[src/rtl/display_scan_ctrl.sv]
// -----------------------------------------------------------------------------
// display_scan_ctrl
//
// Purpose:
//   Multiplexes four active-low seven-segment patterns onto one shared segment
//   bus and a 4-bit active-low anode bus. The controller runs from a single
//   clock, and all timing comes from internal counters.
//
//   Each digit owns one slot of SCAN_DIV cycles. A slot has three parts:
//     GUARD : the first GUARD cycles. All anodes are off, which suppresses
//             ghosting while the segment bus changes.
//     ON    : the next on_len cycles. The slot's anode is driven and the
//             segments follow the selected digit input live.
//     DIM   : the rest of the slot. All anodes are off.
//
//   on_len = ((SCAN_DIV-GUARD)*(bright+1))>>3. bright is captured at the start
//   of each slot, so a change to it only affects the next slot.
//
//   While blinking is enabled, a digit whose mask bit is set is blanked in the
//   hidden half of the blink period. Its anode is still driven, but its
//   segments are forced off.
//
// Ports:
//   clk          system clock; all logic uses the rising edge
//   rst          synchronous, active-high reset
//   dig0..dig3   active-low segment patterns (dig0 = rightmost)
//   blink_en     global blink enable
//   blink_mask   bit i set = digit i blinks
//   bright       brightness 0..7 (ON duty = (bright+1)/8 of post-guard time)
//   seg          registered active-low segment bus
//   an           registered active-low anode select (never more than one low)
//   frame_start  registered one-cycle pulse at the start of each 4-digit frame
//
// Parameters:
//   SCAN_DIV   clk cycles per digit slot (>= 2)
//   GUARD      blanked cycles at the start of each slot (< SCAN_DIV)
//   BLINK_DIV  clk cycles per blink half-period
// -----------------------------------------------------------------------------
module display_scan_ctrl #(
   parameter int SCAN_DIV  = 100000,
   parameter int GUARD     = 1000,
   parameter int BLINK_DIV = 25000000
) (
   input  logic       clk,
   input  logic       rst,
   input  logic [7:0] dig0,
   input  logic [7:0] dig1,
   input  logic [7:0] dig2,
   input  logic [7:0] dig3,
   input  logic       blink_en,
   input  logic [3:0] blink_mask,
   input  logic [2:0] bright,
   output logic [7:0] seg,
   output logic [3:0] an,
   output logic       frame_start
);

   // Width of the slot counter.
   localparam int CNT_W  = (SCAN_DIV > 1) ? $clog2(SCAN_DIV) : 1;
   // on_len can reach SCAN_DIV-GUARD, which equals SCAN_DIV when GUARD=0.
   localparam int LEN_W  = $clog2(SCAN_DIV + 1);
   // The span times (bright+1) needs three more bits than on_len before >>3.
   localparam int PROD_W = LEN_W + 3;
   localparam int BLK_W  = (BLINK_DIV > 1) ? $clog2(BLINK_DIV) : 1;

   localparam logic [CNT_W-1:0]  SLOT_LAST  = CNT_W'(SCAN_DIV - 1);
   localparam logic [BLK_W-1:0]  BLINK_LAST = BLK_W'(BLINK_DIV - 1);
   localparam logic [PROD_W-1:0] SPAN       = PROD_W'(SCAN_DIV - GUARD);
   localparam logic [LEN_W:0]    GUARD_W    = (LEN_W + 1)'(GUARD);

   // Which part of the slot the current slot_cnt falls in.
   typedef enum logic [1:0] {
      PH_GUARD = 2'd0,
      PH_ON    = 2'd1,
      PH_DIM   = 2'd2
   } phase_e;

   // ---------------------------------------------------------------------------
   // State
   // ---------------------------------------------------------------------------
   logic [CNT_W-1:0] slot_cnt_q,    slot_cnt_d;
   logic [1:0]       idx_q,         idx_d;
   logic [BLK_W-1:0] blink_cnt_q,   blink_cnt_d;
   logic             blink_phase_q, blink_phase_d;   // 1 = visible half
   logic [2:0]       bright_q,      bright_d;
   logic [7:0]       seg_q,         seg_d;
   logic [3:0]       an_q,          an_d;
   logic             frame_start_q, frame_start_d;

   // ---------------------------------------------------------------------------
   // Combinational helpers
   // ---------------------------------------------------------------------------
   logic              slot_wrap;
   logic              blink_wrap;
   logic              slot_start;
   logic [2:0]        bright_eff;
   logic [3:0]        bright_p1;
   logic [PROD_W-1:0] on_prod;
   logic [LEN_W-1:0]  on_len;
   logic [LEN_W:0]    on_end;
   logic [LEN_W:0]    slot_pos;
   phase_e            phase;
   logic [7:0]        dig_sel;
   logic              blanked;

   // Slot counter, digit index and blink timebase.
   always_comb begin
      slot_wrap     = (slot_cnt_q == SLOT_LAST);
      slot_cnt_d    = slot_wrap ? '0 : slot_cnt_q + CNT_W'(1);
      idx_d         = slot_wrap ? idx_q + 2'd1 : idx_q;

      blink_wrap    = (blink_cnt_q == BLINK_LAST);
      blink_cnt_d   = blink_wrap ? '0 : blink_cnt_q + BLK_W'(1);
      blink_phase_d = blink_wrap ? ~blink_phase_q : blink_phase_q;
   end

   // Slot-start latch and ON-window length.
   // In the first cycle of a slot the live bright input is used directly,
   // so the window is correct even when GUARD is 0. That same value is
   // captured into bright_q for the rest of the slot.
   always_comb begin
      slot_start = (slot_cnt_q == '0);
      bright_eff = slot_start ? bright : bright_q;
      bright_d   = bright_eff;
      bright_p1  = {1'b0, bright_eff} + 4'd1;
      on_prod    = SPAN * PROD_W'(bright_p1);
      on_len     = LEN_W'(on_prod >> 3);
      on_end     = GUARD_W + {1'b0, on_len};
   end

   // Phase decode. Widen slot_cnt so the comparison against GUARD+on_len
   // cannot overflow.
   always_comb begin
      slot_pos = (LEN_W + 1)'(slot_cnt_q);
      if (slot_pos < GUARD_W) begin
         phase = PH_GUARD;
      end else if (slot_pos < on_end) begin
         phase = PH_ON;
      end else begin
         phase = PH_DIM;
      end
   end

   // Digit select and blink blanking.
   always_comb begin
      case (idx_q)
         2'd0:    dig_sel = dig0;
         2'd1:    dig_sel = dig1;
         2'd2:    dig_sel = dig2;
         default: dig_sel = dig3;
      endcase
      blanked = blink_en && blink_mask[idx_q] && !blink_phase_q;
   end

   // Registered output stage. Outputs are blank by default and driven only
   // during ON, so at most one anode can ever be low.
   always_comb begin
      seg_d         = 8'hFF;
      an_d          = 4'b1111;
      frame_start_d = slot_start && (idx_q == 2'd0);
      if (phase == PH_ON) begin
         an_d  = ~(4'b0001 << idx_q);
         seg_d = blanked ? 8'hFF : dig_sel;
      end
   end

   // ---------------------------------------------------------------------------
   // Registers
   // ---------------------------------------------------------------------------
   always_ff @(posedge clk) begin
      if (rst) begin
         slot_cnt_q    <= '0;
         idx_q         <= 2'd0;
         blink_cnt_q   <= '0;
         blink_phase_q <= 1'b1;
         bright_q      <= 3'd0;
         seg_q         <= 8'hFF;
         an_q          <= 4'b1111;
         frame_start_q <= 1'b0;
      end else begin
         slot_cnt_q    <= slot_cnt_d;
         idx_q         <= idx_d;
         blink_cnt_q   <= blink_cnt_d;
         blink_phase_q <= blink_phase_d;
         bright_q      <= bright_d;
         seg_q         <= seg_d;
         an_q          <= an_d;
         frame_start_q <= frame_start_d;
      end
   end

   assign seg         = seg_q;
   assign an          = an_q;
   assign frame_start = frame_start_q;

endmodule

[config.mk]
export PLATFORM = sky130hd
export DESIGN_NAME = display_scan_ctrl
export DESIGN_NICKNAME = d
export VERILOG_FILES = /design/src/rtl/display_scan_ctrl.sv
export SDC_FILE = /design/constraint.sdc
export NUM_CORES = 1
export LEC_CHECK = 0
export BUFFER_PORTS_ARGS = -buffer_cell sky130_fd_sc_hd__buf_4
export CAP_MARGIN = 10
export CORE_ASPECT_RATIO = 1.4
export CORE_MARGIN = 3
export CORE_UTILIZATION = 45
export CTS_CLUSTER_SIZE = 8
export DETAILED_ROUTE_END_ITERATION = 12
export PLACE_DENSITY = 0.65
export SYNTH_ARGS = -nofsm -noshare
export SYNTH_HDL_FRONTEND = slang
export SYNTH_SLANG_ARGS = --single-unit
[constraint.sdc]
create_clock -name clk -period 8.5 [get_ports clk]
set_clock_uncertainty 0.05 [all_clocks]
set_input_delay 1.275 -clock clk [delete_from_list [all_inputs] [get_ports clk]]
set_output_delay 1.275 -clock clk [all_outputs]
set_load 0.01 [all_outputs]
=== Word-level counts from Yosys, hierarchy flattened ===
Cells that the tools add are included.
Widths: inputs -> output; s select.

* Register bits: 61
* Bits of input ports: 42
* Output and inout bits: 13

* Add/subtract/negate cells: 5
* $mul: 1
* Order comparisons: 3
* Equal/unequal tests: 5
* Shifts and indexed selects: 1
* Mux-type cells: 6
* Bitwise logic cells: 3
* Reductions and logical operators: 10

{| class="wikitable"
|+ Operators by type and width
! kind !! count
|-
| $add 25x1->25 const B || 1
|-
| $eq 25x25->1 const B || 1
|-
| $pmux 8 s3 || 1
|-
| $add 10x17->18 const A || 1
|-
| $lt 17x18->1 || 1
|-
| $add 17x1->17 const B || 1
|-
| $eq 17x17->1 const B || 1
|-
| $logic_not 17->1 || 1
|-
| $lt 17x10->1 const B || 1
|-
| $mul 14x4->17 const A || 1
|-
| $reduce_or 2->1 || 3
|-
| $add 3x1->4 const B || 1
|-
| $eq 2x1->1 const B || 2
|-
| $mux 2 || 2
|-
| $not 4->4 || 1
|-
| $shl 1x2->4 const A || 1
|-
| $logic_and 1x1->1 || 3
|-
| $lt 2x3->1 const B || 1
|-
| $mux 3 || 1
|-
| $reduce_or 3->1 || 1
|-
| $add 2x1->2 const B || 1
|-
| $bmux 1 s2 || 1
|-
| $eq 2x2->1 const B || 1
|-
| $logic_not 2->1 || 1
|-
| 3 further kinds || 4
|}

=== Logic depth before layout (Yosys ltp) ===
Gate-level depths: netlist of the first run.

* Depth in word-level cells: 11
* Gate-level depth with buffers: 28

=== Least setup slack after synthesis of the first run ===
OpenSTA, ideal clock, no wires.

* Kind: reg-to-reg
* From: reg slot_cnt_q[0]
* To: reg an_q[0] (netlist: an[0])
* Library setup time: 0.140 ns
* Arrival: 6.669 ns
* Data required time: 8.310 ns
* Slack: 1.641 ns
* Cell stages (with the launch flop): 29
* Buffers on the path: 1
* Clock period less this slack: 6.859 ns
* Cell sequence: dfxtp_1 -> inv_1 -> ha_1 -> or4b_4 -> nor4_4 -> mux2i_1 -> inv_1 -> ha_1 -> xnor2_1 -> inv_1 -> fa_1 -> inv_1 -> fa_1 -> ha_1 -> a21oi_1 -> nand2_1 -> a21oi_1 -> xnor2_1 -> a22oi_1 -> nand2_1 -> xnor2_1 -> ha_1 -> a21oi_1 -> nor2_1 -> a2111oi_0 -> nor3_1 -> a211oi_1 -> clkbuf_1 -> nand4_1

* Cells in the longest elaborated chain, start to end: 11
* Elaborated cells between the ends (all ways): 12

{| class="wikitable"
|+ RTL lines
! item !! RTL line !! source
|-
| start, declared || 81 || <nowiki>logic [CNT_W-1:0] slot_cnt_q, slot_cnt_d;</nowiki>
|-
| start signal, assigned || 181 || <nowiki>slot_cnt_q <= slot_cnt_d;</nowiki>
|-
| $logic_not 17->1 || 122 || <nowiki>slot_start = (slot_cnt_q == '0);</nowiki>
|-
| $mux 3 || 123 || <nowiki>bright_eff = slot_start ? bright : bright_q;</nowiki>
|-
| net bright_d[0] || 85 || <nowiki>logic [2:0] bright_q, bright_d;</nowiki>
|-
| $add 3x1->4 || 125 || <nowiki>bright_p1 = {1'b0, bright_eff} + 4'd1;</nowiki>
|-
| $mul 14x4->17 || 126 || <nowiki>on_prod = SPAN * PROD_W'(bright_p1);</nowiki>
|-
| $add 10x17->18 || 128 || <nowiki>on_end = GUARD_W + {1'b0, on_len};</nowiki>
|-
| $lt 17x18->1 || 137 || <nowiki>end else if (slot_pos < on_end) begin</nowiki>
|-
| $mux 2 || 137 ||
|-
| $mux 2 || 135 || <nowiki>if (slot_pos < GUARD_W) begin</nowiki>
|-
| $eq 2x1->1 || 161 || <nowiki>if (phase == PH_ON) begin</nowiki>
|-
| $not 1->1 (no source line) || -- ||
|-
| $reduce_or 2->1 (no source line) || -- ||
|-
| end signal, assigned || 187 || <nowiki>an_q <= an_d;</nowiki>
|-
| end, declared || 87 || <nowiki>logic [3:0] an_q, an_d;</nowiki>
|}

The timed path passes the listed nets, and every way through them passes these cells.
A chain may end at the register's enable or synchronous reset.

=== Worst setup path in the final report of the first run ===
* From: reg slot_cnt_q[0]
* To: reg an_q[3] (netlist: an[3])

Same word-level chain as after synthesis.

==> results by group, run 1 <==
STA
  • Hold Violations, Final: 0
  • Worst slew pin tran: 0.845 ns
  • Post-layout min period: 7.49 ns
  • Final setup viols: 0
  • Max Clock Freq: 0.134 GHz
  • RSZ-0062 raised after global routing: false
  • Setup TNS Final: 0 ns
  • Max_slew headroom: 43.3%
  • WHS: 0.428 ns
  • Max-slew violation count: 0
  • Final Cycle Share: 88.1%

Routing
  • Routed wire length per instance: 14.5 µm
  • DRT Pass-1 Iters: 6
  • Antenna-violating nets left: 0
  • Total number of vias: 3239
  • # DRC: 0
  • Routed wire length: 8670 µm
  • Initial DRC count: 149
  • Post-DR vias/cell: 5.41

GRT
  • Vias in the first global route: 3149
  • Initial antenna violation count: 0
  • GR Overflow Total: 0
  • First-pass GRT wire length: 14400 µm
  • GRT Total Usage: 18.1%
  • Largest net degree at the start of global routing: 26

Logic synthesis
  • Post-synth ARST share: 0%
  • Synth area leaders: dfxtp_1, ha_1, xor2_1
  • Count leader, synth: nor2_1
  • Register area share after synthesis: 31.8%
  • Post-synthesis cell type count: 49
  • EDFF count, synth: 0
  • Ys flop type: dfxtp_1
  • Synth Instances: 445
  • Synth warn: 0
  • Post-synth top area share: 31.8%
  • Post-Syn Area: 3840 µm²
  • Syn_nets: 534
  • Syn_area_per_cell: 8.64 µm²
  • Top cells by count, synth: nor2_1, dfxtp_1, ha_1
  • Cell taking the most area after synthesis: dfxtp_1
  • FF+latch count, synth: 61

Final layout
  • Antenna cell count: 0
  • Share of cells above drive strength 1: 15.3%
  • Finished Layout Cells: 599
  • Layout area overhead: 20.4%
  • Net count, final: 581

Floorplan
  • Ports: 55
  • Starting density of the core: 46.6%
  • Die W: 84.1 µm
  • Row count: 39
  • Die H: 115 µm
  • Core area: 8250 µm²
  • Die area: 9700 µm²

Clock tree
  • Worst skew pair latency: 0.32 ns
  • Root buffer cell: clkbuf_16
  • CTS tree: built
  • Hold-fix buffers, CTS: 0
  • Reg clk slew, reported paths: 0.05 ns
  • H-tree Lvls: 3
  • Post-CTS Resized: 0
  • Maximum root-to-sink buffer count: 2
  • CTS buffer count: 9
  • Setup Buffers After CTS: 0
  • Clk sinks: 61

Flow run
  • Max-Cap Viols: 0

Power and ir drop
  • Leak Pwr: 2.05 nW
  • Power Density: 214 nW/µm²
  • Final Total Pwr: 0.992 mW
  • Worst vdd ir: 0.128 mV

Setup path
  • CP arrival: 7.60 ns
  • CP Launch Type: register
  • Max incr delay on CP: 0.60 ns
  • Worst-path fanout max: 12
  • CP Class: register to register
  • Crit. End Element: register
  • Worst path slowest cell: mux2i_1
  • WP data required: 8.61 ns

Place
  • Inst Count DP: 583
  • Post-DP HPWL: 6580 µm
  • IO buf count: 54
  • GP Congestion: 0.854

Status
  • Status: complete, no violations

Worst hold path
  • HP Class: register to register
state kept, by name (all words and copies together), names as in the netlist:
signal and flops:
blink_cnt_q 25, blink_phase_q 1, frame_start 1, bright_q 3
slot_cnt_q 17, idx_q 2, seg 8, an 4
cell type report:
type | instances | area (µm²)
multi-input cells | 343 | 2460
repair buffers | 55 | 413
flip-flops and latches | 61 | 1220
clock buffers | 13 | 260
well taps | 102 | 128
fillers | 770 | 3620
clock inverters | 3 | 67.6
inverters | 22 | 82.6
through the flow:
step / area (µm²) / setup WS [ns] / utilization (%)
2_1_floorplan: 3840 / 1.64 / -
6_report: 4630 / 1.01 / 56.2
3_3_place_gp: 4300 / 1.28 / 52.2
4_1_cts: 4630 / 1.01 / 56.2
5_1_grt: 4630 / 0.252 / 56.2
3_5_place_dp: 4300 / 1.04 / 52.2
cells by family (layout without fill, tap and decap cells):
family                     after synthesis  in the layout  synth area share, %
muxes                                    7              7                 1.82
and+or+nand+nor                        186            186                 24.5
DFF                                     61             61                 31.8
adders and majority gates               47             47                 16.1
AOI/OAI and AO/OA                       51             51                 9.67
xor gates and xnor gates                52             52                 11.8
buffers and inverters                   41             93                 4.30
final timing paths:
kind / cells past startpoint / end / slack (ns) / startpoint
setup / recovery: 28 / an[3]$_SDFF_PP1_ / 1.01 / slot_cnt_q[0]$_SDFF_PP0_
hold / removal: 1 / blink_cnt_q[0]$_SDFF_PP0_ / 0.43 / blink_cnt_q[0]$_SDFF_PP0_
setup reg to reg: 28 / an[3]$_SDFF_PP1_ / 1.01 / slot_cnt_q[0]$_SDFF_PP0_
hold reg to reg: 1 / blink_cnt_q[0]$_SDFF_PP0_ / 0.43 / blink_cnt_q[0]$_SDFF_PP0_
worst max-delay path, delay by kind of cell, from the launching register on:
kind	cells	cell delay, ns
fa+ha+maj	6	1.95
compound gates	6	1.52
simple gates	7	1.35
buf+inv	5	0.83
xor+xnor	3	0.65
mux	1	0.60
flops	1	0.35
power breakdown:
part	internal, mW	switching (mW)
combinational	0.130	0.171
clock	0.273	0.124
sequential	0.291	0.00356
cells in the final DEF, fill, tap and decap left out, drive strengths merged, types with 2 or more instances in the layout:
master,count
nand3b,2
nor2,67
inv,22
and2,3
nand2b,4
fa,4
nor3,6
bufinv,2
a21o,5
nor4,5
dfxtp,61
and3,14
ha,43
a31o,2
o21ai,4
a211oi,11
and4,4
a222oi,8
xnor2,21
clkbuf,13
buf,55
nor2b,4
nand4,21
nand2,26
and3b,2
xor2,31
mux2i,7
nand3,24
a21oi,12
routing by layer:
layer / wire (µm) / track usage (%) / vias to the layer above
met5: 0 / 0 / -
met4: 138 / 5.90 / 0
met1: 3820 / 21.3 / 1497
li1: - / - / 1661
met3: 369 / 4.01 / 15
met2: 4340 / 32.5 / 66
No activity file was read; power rests on OpenSTA's default activity.
==> inputs of run 2 (changes only) <==
--- a/config.mk
+++ b/config.mk
@@ -8,11 +8,11 @@
 export BUFFER_PORTS_ARGS = -buffer_cell sky130_fd_sc_hd__buf_4
 export CAP_MARGIN = 10
 export CORE_ASPECT_RATIO = 1.4
-export CORE_MARGIN = 3
+export CORE_MARGIN = 2
 export CORE_UTILIZATION = 45
 export CTS_CLUSTER_SIZE = 8
 export DETAILED_ROUTE_END_ITERATION = 12
-export PLACE_DENSITY = 0.65
+export PLACE_DENSITY = 0.68
 export SYNTH_ARGS = -nofsm -noshare
 export SYNTH_HDL_FRONTEND = slang
 export SYNTH_SLANG_ARGS = --single-unit
==> constraint.sdc (replaced) <==
create_clock -name clk -period 6.2 [get_ports clk]
set_clock_uncertainty 0.05 [all_clocks]
set_input_delay 0.93 -clock clk [delete_from_list [all_inputs] [get_ports clk]]
set_output_delay 0.93 -clock clk [all_outputs]
set_load 0.01 [all_outputs]
==> run 2 against run 1 <==
Highest routed layer unchanged. Worst hold slack got worse by 0.00078 ns. Final area increased by 6.0%. Sequential share of layout area decreased by 1.5 points. Maximum frequency increased by 28%. First-iteration DRC count decreased by 4.0%. Combinational power increased by 70%. Non-clock buffer count increased by 21. Via count increased by 4.7%. Register-to-register slack got worse by 0.66 ns.
==> results by group, run 2 (synthesis results as in run 1) <==
Floorplan
  • Die H: 113 µm (was 115 µm)
  • Die W: 82.1 µm (was 84.1 µm)
  • Core area: 8250 µm² (unchanged)
  • Die area: 9310 µm² (was 9700 µm²)
  • Ports: 55 (unchanged)
  • Starting density of the core: 46.6% (unchanged)
  • Row count: 39 (unchanged)

Place
  • Post-DP HPWL: 6660 µm (was 6580 µm)
  • Placed cell area: 4440 µm² (was 4300 µm²)
  • IO buf count: 54 (unchanged)
  • GP Congestion: 0.849 (was 0.854)

STA
  • Max_slew headroom: 55.6% (was 43.3%)
  • Post-layout min period: 5.85 ns (was 7.49 ns)
  • Hold Violations, Final: 0 (unchanged)
  • Max Clock Freq: 0.171 GHz (was 0.134 GHz)
  • Max-slew violation count: 0 (unchanged)
  • Final Cycle Share: 94.3% (was 88.1%)
  • WHS: 0.427 ns (was 0.428 ns)
  • Setup TNS Final: 0 ns (unchanged)
  • Worst slew pin tran: 0.665 ns (was 0.845 ns)
  • RSZ-0062 raised after global routing: false (unchanged)
  • Final setup viols: 0 (unchanged)

Final layout
  • Final core occ: 59.5% (was 56.2%)
  • Design Area, Final: 4910 µm² (was 4630 µm²)
  • Antenna cell count: 0 (unchanged)
  • Commonest non-fill, non-tap cells in the layout: buf_4, nor2_1, dfxtp_1, ha_1, xor2_1 (was nor2_1, dfxtp_1, buf_4, ha_1, xor2_1)
  • Biggest register: blink_cnt_q (unchanged)
  • Max FFs per register: 25 (unchanged)
  • Layout area overhead: 27.6% (was 20.4%)
  • Net count, final: 602 (was 581)
  • Share of cells above drive strength 1: 23.0% (was 15.3%)
  • Most common cell after layout, fill and taps aside: buf_4 (was nor2_1)
  • Filler Cells Inserted: 735 (was 770)

Clock tree
  • CTS tree: built (unchanged)
  • Root buffer cell: clkbuf_16 (unchanged)
  • Worst skew pair latency: 0.33 ns (was 0.32 ns)
  • CTS buffer count: 9 (unchanged)
  • Clk sinks: 61 (unchanged)
  • Reg clk slew, reported paths: 0.05 ns (about the same)
  • Maximum root-to-sink buffer count: 2 (unchanged)
  • H-tree Lvls: 3 (unchanged)

Routing
  • Initial DRC count: 143 (was 149)
  • DRT Pass-1 Iters: 4 (was 6)
  • Routed wire length per instance: 14.2 µm (was 14.5 µm)
  • # DRC: 0 (unchanged)
  • Routed wire length: 8830 µm (was 8670 µm)
  • Antenna-violating nets left: 0 (unchanged)
  • Total number of vias: 3391 (was 3239)
  • Post-DR vias/cell: 5.47 (was 5.41)

Setup path
  • WP data required: 6.33 ns (was 8.61 ns)
  • CP Launch Type: register (unchanged)
  • Crit. End Element: register (unchanged)
  • Worst-path fanout max: 6 (was 12)
  • CP Class: register to register (unchanged)
  • CP arrival: 5.97 ns (was 7.60 ns)

Status
  • Status: complete, no violations (unchanged)

Worst hold path
  • HP Class: register to register (unchanged)

GRT
  • GRT Total Usage: 19.6% (was 18.1%)
  • Vias in the first global route: 3271 (was 3149)
  • Initial antenna violation count: 0 (unchanged)
  • GR Overflow Total: 0 (unchanged)
  • Largest net degree at the start of global routing: 26 (unchanged)
  • First-pass GRT wire length: 14300 µm (was 14400 µm)

Flow run
  • Max-Cap Viols: 0 (unchanged)

Power and ir drop
  • Final Total Pwr: 1.41 mW (was 0.992 mW)
  • Power Density: 287 nW/µm² (was 214 nW/µm²)
  • Worst vdd ir: 0.207 mV (was 0.128 mV)
  • Leak Pwr: 2.15 nW (was 2.05 nW)
[run 2: worst paths after layout]
check	startpoint	endpoint	slack (ns)	cells past startpoint
max	slot_cnt_q[1]$_SDFF_PP0_	seg[4]$_SDFF_PP1_	0.35	27
min	blink_cnt_q[0]$_SDFF_PP0_	blink_cnt_q[0]$_SDFF_PP0_	0.43	1
max reg2reg	slot_cnt_q[1]$_SDFF_PP0_	seg[4]$_SDFF_PP1_	0.35	27
min reg2reg	blink_cnt_q[0]$_SDFF_PP0_	blink_cnt_q[0]$_SDFF_PP0_	0.43	1
[run 2: power by group]
group | switching, mW | total (mW) | leakage [nW] | internal [mW]
Clock | 0.171 | 0.491 | 0.143 | 0.320
Sequential | 0.00457 | 0.403 | 0.494 | 0.399
Combinational | 0.272 | 0.513 | 1.52 | 0.242
Total | 0.447 | 1.41 | 2.15 | 0.961
[run 2: layer usage]
layer	track usage, %	part of all wire, %	up-vias
met3	4.11	4.3	25
li1	-	-	1709
met5	0	0	-
met4	10.3	3.1	0
met1	22.6	43	1565
met2	33.1	49	92
[run 2: repair_timing]
action,in CTS,in global routing
gates resized for setup,9,17
setup endpoints to repair,12,12
gates cloned,1,0
buffers inserted,3,3
pin swaps,4,13
hold buffers,0,0
[run 2: layout make-up]
cell class / count / area, µm² / area share (%)
multi-input cells: 343 / 2610 / 53.1
clock inverters: 4 / 47.5 / 0.969
inverters: 22 / 82.6 / 1.68
clock buffers: 12 / 246 / 5.02
well taps: 102 / 128 / 2.60
repair buffers: 76 / 574 / 11.7
flip-flops and latches: 61 / 1220 / 24.9
[run 2: critical path, stage by stage (launching register included)]
cell	delay (ns)
dfxtp_2	0.34
inv_1	0.05
ha_1	0.13
or4b_4	0.49
nor4_4	0.16
buf_6	0.17
mux2i_4	0.24
inv_2	0.08
ha_4	0.17
xnor2_2	0.14
buf_4	0.16
ha_1	0.34
fa_1	0.55
ha_4	0.32
nand4_1	0.16
a21o_1	0.27
a221oi_4	0.27
a21oi_2	0.07
nand2b_1	0.09
xnor2_1	0.07
ha_1	0.34
nand2_1	0.09
nor2_1	0.06
a2111oi_2	0.26
nor3_2	0.08
a211oi_2	0.27
buf_4	0.20
nand4_1	0.09
[run 2: stage by stage]
stage,std cells,setup slack [ns]
3_3_place_gp,597,0.0543
4_1_cts,617,0.00863
2_1_floorplan,445,0.0263
5_1_grt,620,0.00925
6_report,620,0.353
3_5_place_dp,597,-0.155
==> inputs of run 3 (changes only) <==
--- a/config.mk
+++ b/config.mk
@@ -5,14 +5,18 @@
 export SDC_FILE = /design/constraint.sdc
 export NUM_CORES = 1
 export LEC_CHECK = 0
+export ABC_CLOCK_PERIOD_IN_PS = 6200
 export BUFFER_PORTS_ARGS = -buffer_cell sky130_fd_sc_hd__buf_4
 export CAP_MARGIN = 10
+export CELL_PAD_IN_SITES_DETAIL_PLACEMENT = 0
+export CELL_PAD_IN_SITES_GLOBAL_PLACEMENT = 1
 export CORE_ASPECT_RATIO = 1.4
 export CORE_MARGIN = 2
-export CORE_UTILIZATION = 45
+export CORE_UTILIZATION = 39
 export CTS_CLUSTER_SIZE = 8
 export DETAILED_ROUTE_END_ITERATION = 12
-export PLACE_DENSITY = 0.68
+export HOLD_SLACK_MARGIN = 0.15
+export PLACE_DENSITY_LB_ADDON = 0.1
 export SYNTH_ARGS = -nofsm -noshare
 export SYNTH_HDL_FRONTEND = slang
 export SYNTH_SLANG_ARGS = --single-unit
==> run 3 against run 2 <==
Register-to-register slack got worse by 0.02 ns. Total power rose by 0.77%. Die area rose by 15%. First-iteration DRC count rose by 7.0%. Core utilization fell by 5.5 points. Routed wire length rose by 9.3%. Sequential cell count did not move. Non-clock buffer count rose by 21. Maximum frequency fell by 0.38%. Clock-buffer cell count did not move. Critical path depth rose by 2. Final area rose by 4.7%. Largest cell class unchanged.
==> results by group, run 3 (synthesis results as in run 1) <==
Floorplan
  • Die H: 121 µm (was 113 µm)
  • Die area: 10700 µm² (was 9310 µm²)
  • Core area: 9510 µm² (was 8250 µm²)
  • Ports: 55 (unchanged)
  • Row count: 42 (was 39)
  • Starting density of the core: 40.4% (was 46.6%)
  • Die W: 87.9 µm (was 82.1 µm)

STA
  • Max-slew violation count: 0 (unchanged)
  • Max Clock Freq: 0.170 GHz (was 0.171 GHz)
  • Setup TNS Final: 0 ns (unchanged)
  • Final Cycle Share: 94.7% (was 94.3%)
  • Final setup viols: 0 (unchanged)
  • Worst slew pin tran: 0.669 ns (was 0.665 ns)
  • Max_slew headroom: 55.4% (was 55.6%)
  • Hold Violations, Final: 0 (unchanged)
  • Post-layout min period: 5.87 ns (was 5.85 ns)

Setup path
  • Max incr delay on CP: 0.46 ns (was 0.55 ns)
  • CP Class: register to register (unchanged)
  • Buf+Inv Stages, Crit Path: 6 (was 5)
  • CP arrival: 6.00 ns (was 5.97 ns)
  • CP Launch Type: register (unchanged)
  • Worst-path fanout max: 6 (unchanged)
  • Crit. End Element: register (unchanged)
  • Largest delay share family, worst path: adder cells (unchanged)
  • WP data required: 6.33 ns (about the same)
  • Worst path slowest cell: or4b_4 (was fa_1)

GRT
  • First-pass GRT wire length: 15300 µm (was 14300 µm)
  • Largest net degree at the start of global routing: 26 (unchanged)
  • Initial antenna violation count: 0 (unchanged)
  • GRT Total Usage: 18.3% (was 19.6%)
  • GR Overflow Total: 0 (unchanged)
  • Vias in the first global route: 3223 (was 3271)

Clock tree
  • Root buffer cell: clkbuf_16 (unchanged)
  • Worst skew pair latency: 0.33 ns (about the same)
  • CTS buffer count: 9 (unchanged)
  • CTS tree: built (unchanged)
  • H-tree Lvls: 3 (unchanged)
  • Maximum root-to-sink buffer count: 2 (unchanged)
  • Clk sinks: 61 (unchanged)
  • Reg clk slew, reported paths: 0.05 ns (about the same)
  • Hold-fix buffers, CTS: 0 (unchanged)

Place
  • IO buf count: 54 (unchanged)
  • Post-DP HPWL: 7450 µm (was 6660 µm)
  • Placed cell area: 4620 µm² (was 4440 µm²)
  • GP Congestion: 0.798 (was 0.849)
  • Inst Count DP: 646 (was 597)

Final layout
  • Net count, final: 623 (was 602)
  • Layout area overhead: 33.6% (was 27.6%)
  • Share of cells above drive strength 1: 26.5% (was 23.0%)
  • Final core occ: 54.0% (was 59.5%)
  • Max FFs per register: 25 (unchanged)
  • Filler Cells Inserted: 877 (was 735)
  • Commonest non-fill, non-tap cells in the layout: buf_4, nor2_1, dfxtp_1, ha_1, xor2_1 (unchanged)
  • Most common cell after layout, fill and taps aside: buf_4 (unchanged)
  • Finished Layout Cells: 671 (was 620)
  • Biggest register: blink_cnt_q (unchanged)
  • Antenna cell count: 0 (unchanged)
  • Design Area, Final: 5140 µm² (was 4910 µm²)

Routing
  • # DRC: 0 (unchanged)
  • Total number of vias: 3382 (was 3391)
  • DRT Pass-1 Iters: 4 (unchanged)
  • Routed wire length: 9650 µm (was 8830 µm)
  • Routed wire length per instance: 14.4 µm (was 14.2 µm)
  • Antenna-violating nets left: 0 (unchanged)
  • Initial DRC count: 153 (was 143)
  • Post-DR vias/cell: 5.04 (was 5.47)

Status
  • Status: complete, no violations (unchanged)

Power and ir drop
  • Worst vdd ir: 0.170 mV (was 0.207 mV)
  • Leak Pwr: 2.27 nW (was 2.15 nW)
  • Final Total Pwr: 1.42 mW (was 1.41 mW)
  • Power Density: 276 nW/µm² (was 287 nW/µm²)

Worst hold path
  • HP Class: register to register (unchanged)

Flow run
  • Max-Cap Viols: 0 (unchanged)
## run 3: changes by cell type in the layout (fill, tap and decap cells not counted), sizes merged
cell,previous run,this run
bufinv,1,0
clkinv,2,4
buf,76,97
clkinvlp,1,0
## run 3: final timing paths
check | start | end | slack [ns] | cells past startpoint
setup / recovery | slot_cnt_q[0]$_SDFF_PP0_ | an[2]$_SDFF_PP1_ | 0.33 | 29
hold / removal | blink_cnt_q[0]$_SDFF_PP0_ | blink_cnt_q[0]$_SDFF_PP0_ | 0.43 | 1
setup reg to reg | slot_cnt_q[0]$_SDFF_PP0_ | an[2]$_SDFF_PP1_ | 0.33 | 29
hold reg to reg | blink_cnt_q[0]$_SDFF_PP0_ | blink_cnt_q[0]$_SDFF_PP0_ | 0.43 | 1
## run 3: area by class of cell
class | instances | area, µm² | share of cell area [%]
clock buffers | 12 | 246 | 4.80
clock inverters | 4 | 23.8 | 0.463
inverters | 22 | 82.6 | 1.61
multi-input cells | 343 | 2660 | 51.8
flip-flops and latches | 61 | 1220 | 23.8
well taps | 132 | 165 | 3.21
repair buffers | 97 | 736 | 14.3
## run 3: what timing repair did
| action | CTS | global route |
|---|---|---|
| endpoints found under the hold margin | 0 | 0 |
| setup endpoints to repair | 12 | 12 |
| setup buffers | 0 | 8 |
| pin swaps | 2 | 16 |
| gates cloned | 0 | 1 |
| gates resized for setup | 3 | 27 |
## run 3: power breakdown
part	internal, mW	switching, mW	total [mW]
logic	0.277	0.289	0.566
registers	0.398	0.00442	0.403
clock network	0.280	0.170	0.450
## run 3: per-stage QoR
stage,setup slack (ns),hold slack [ns]
6_report,0.330,0.427
5_1_grt,-0.0286,0.444
3_5_place_dp,-0.146,0.417
2_1_floorplan,0.0263,0.388
3_3_place_gp,-0.00678,0.408
4_1_cts,0.0231,0.428
## run 3: worst reg2reg max path, delay by kind of cell, from the launching register on
kind | cells | cell delay, ns
adder cells (fa/ha/maj) | 6 | 1.78
AND/OR/NAND/NOR | 8 | 1.35
AO/OA/AOI/OAI | 5 | 0.91
buffers and inverters | 6 | 0.67
XOR/XNOR | 3 | 0.43
flip-flops | 1 | 0.30
multiplexers | 1 | 0.23
## run 3: routing by layer
layer / global-route usage [%] / vias up / share of wire (%)
li1: - / 1743 / -
met1: 21.2 / 1553 / 42
met2: 32.4 / 69 / 52
met3: 3.20 / 17 / 2.9
met4: 7.88 / 0 / 2.6
met5: 0 / - / 0
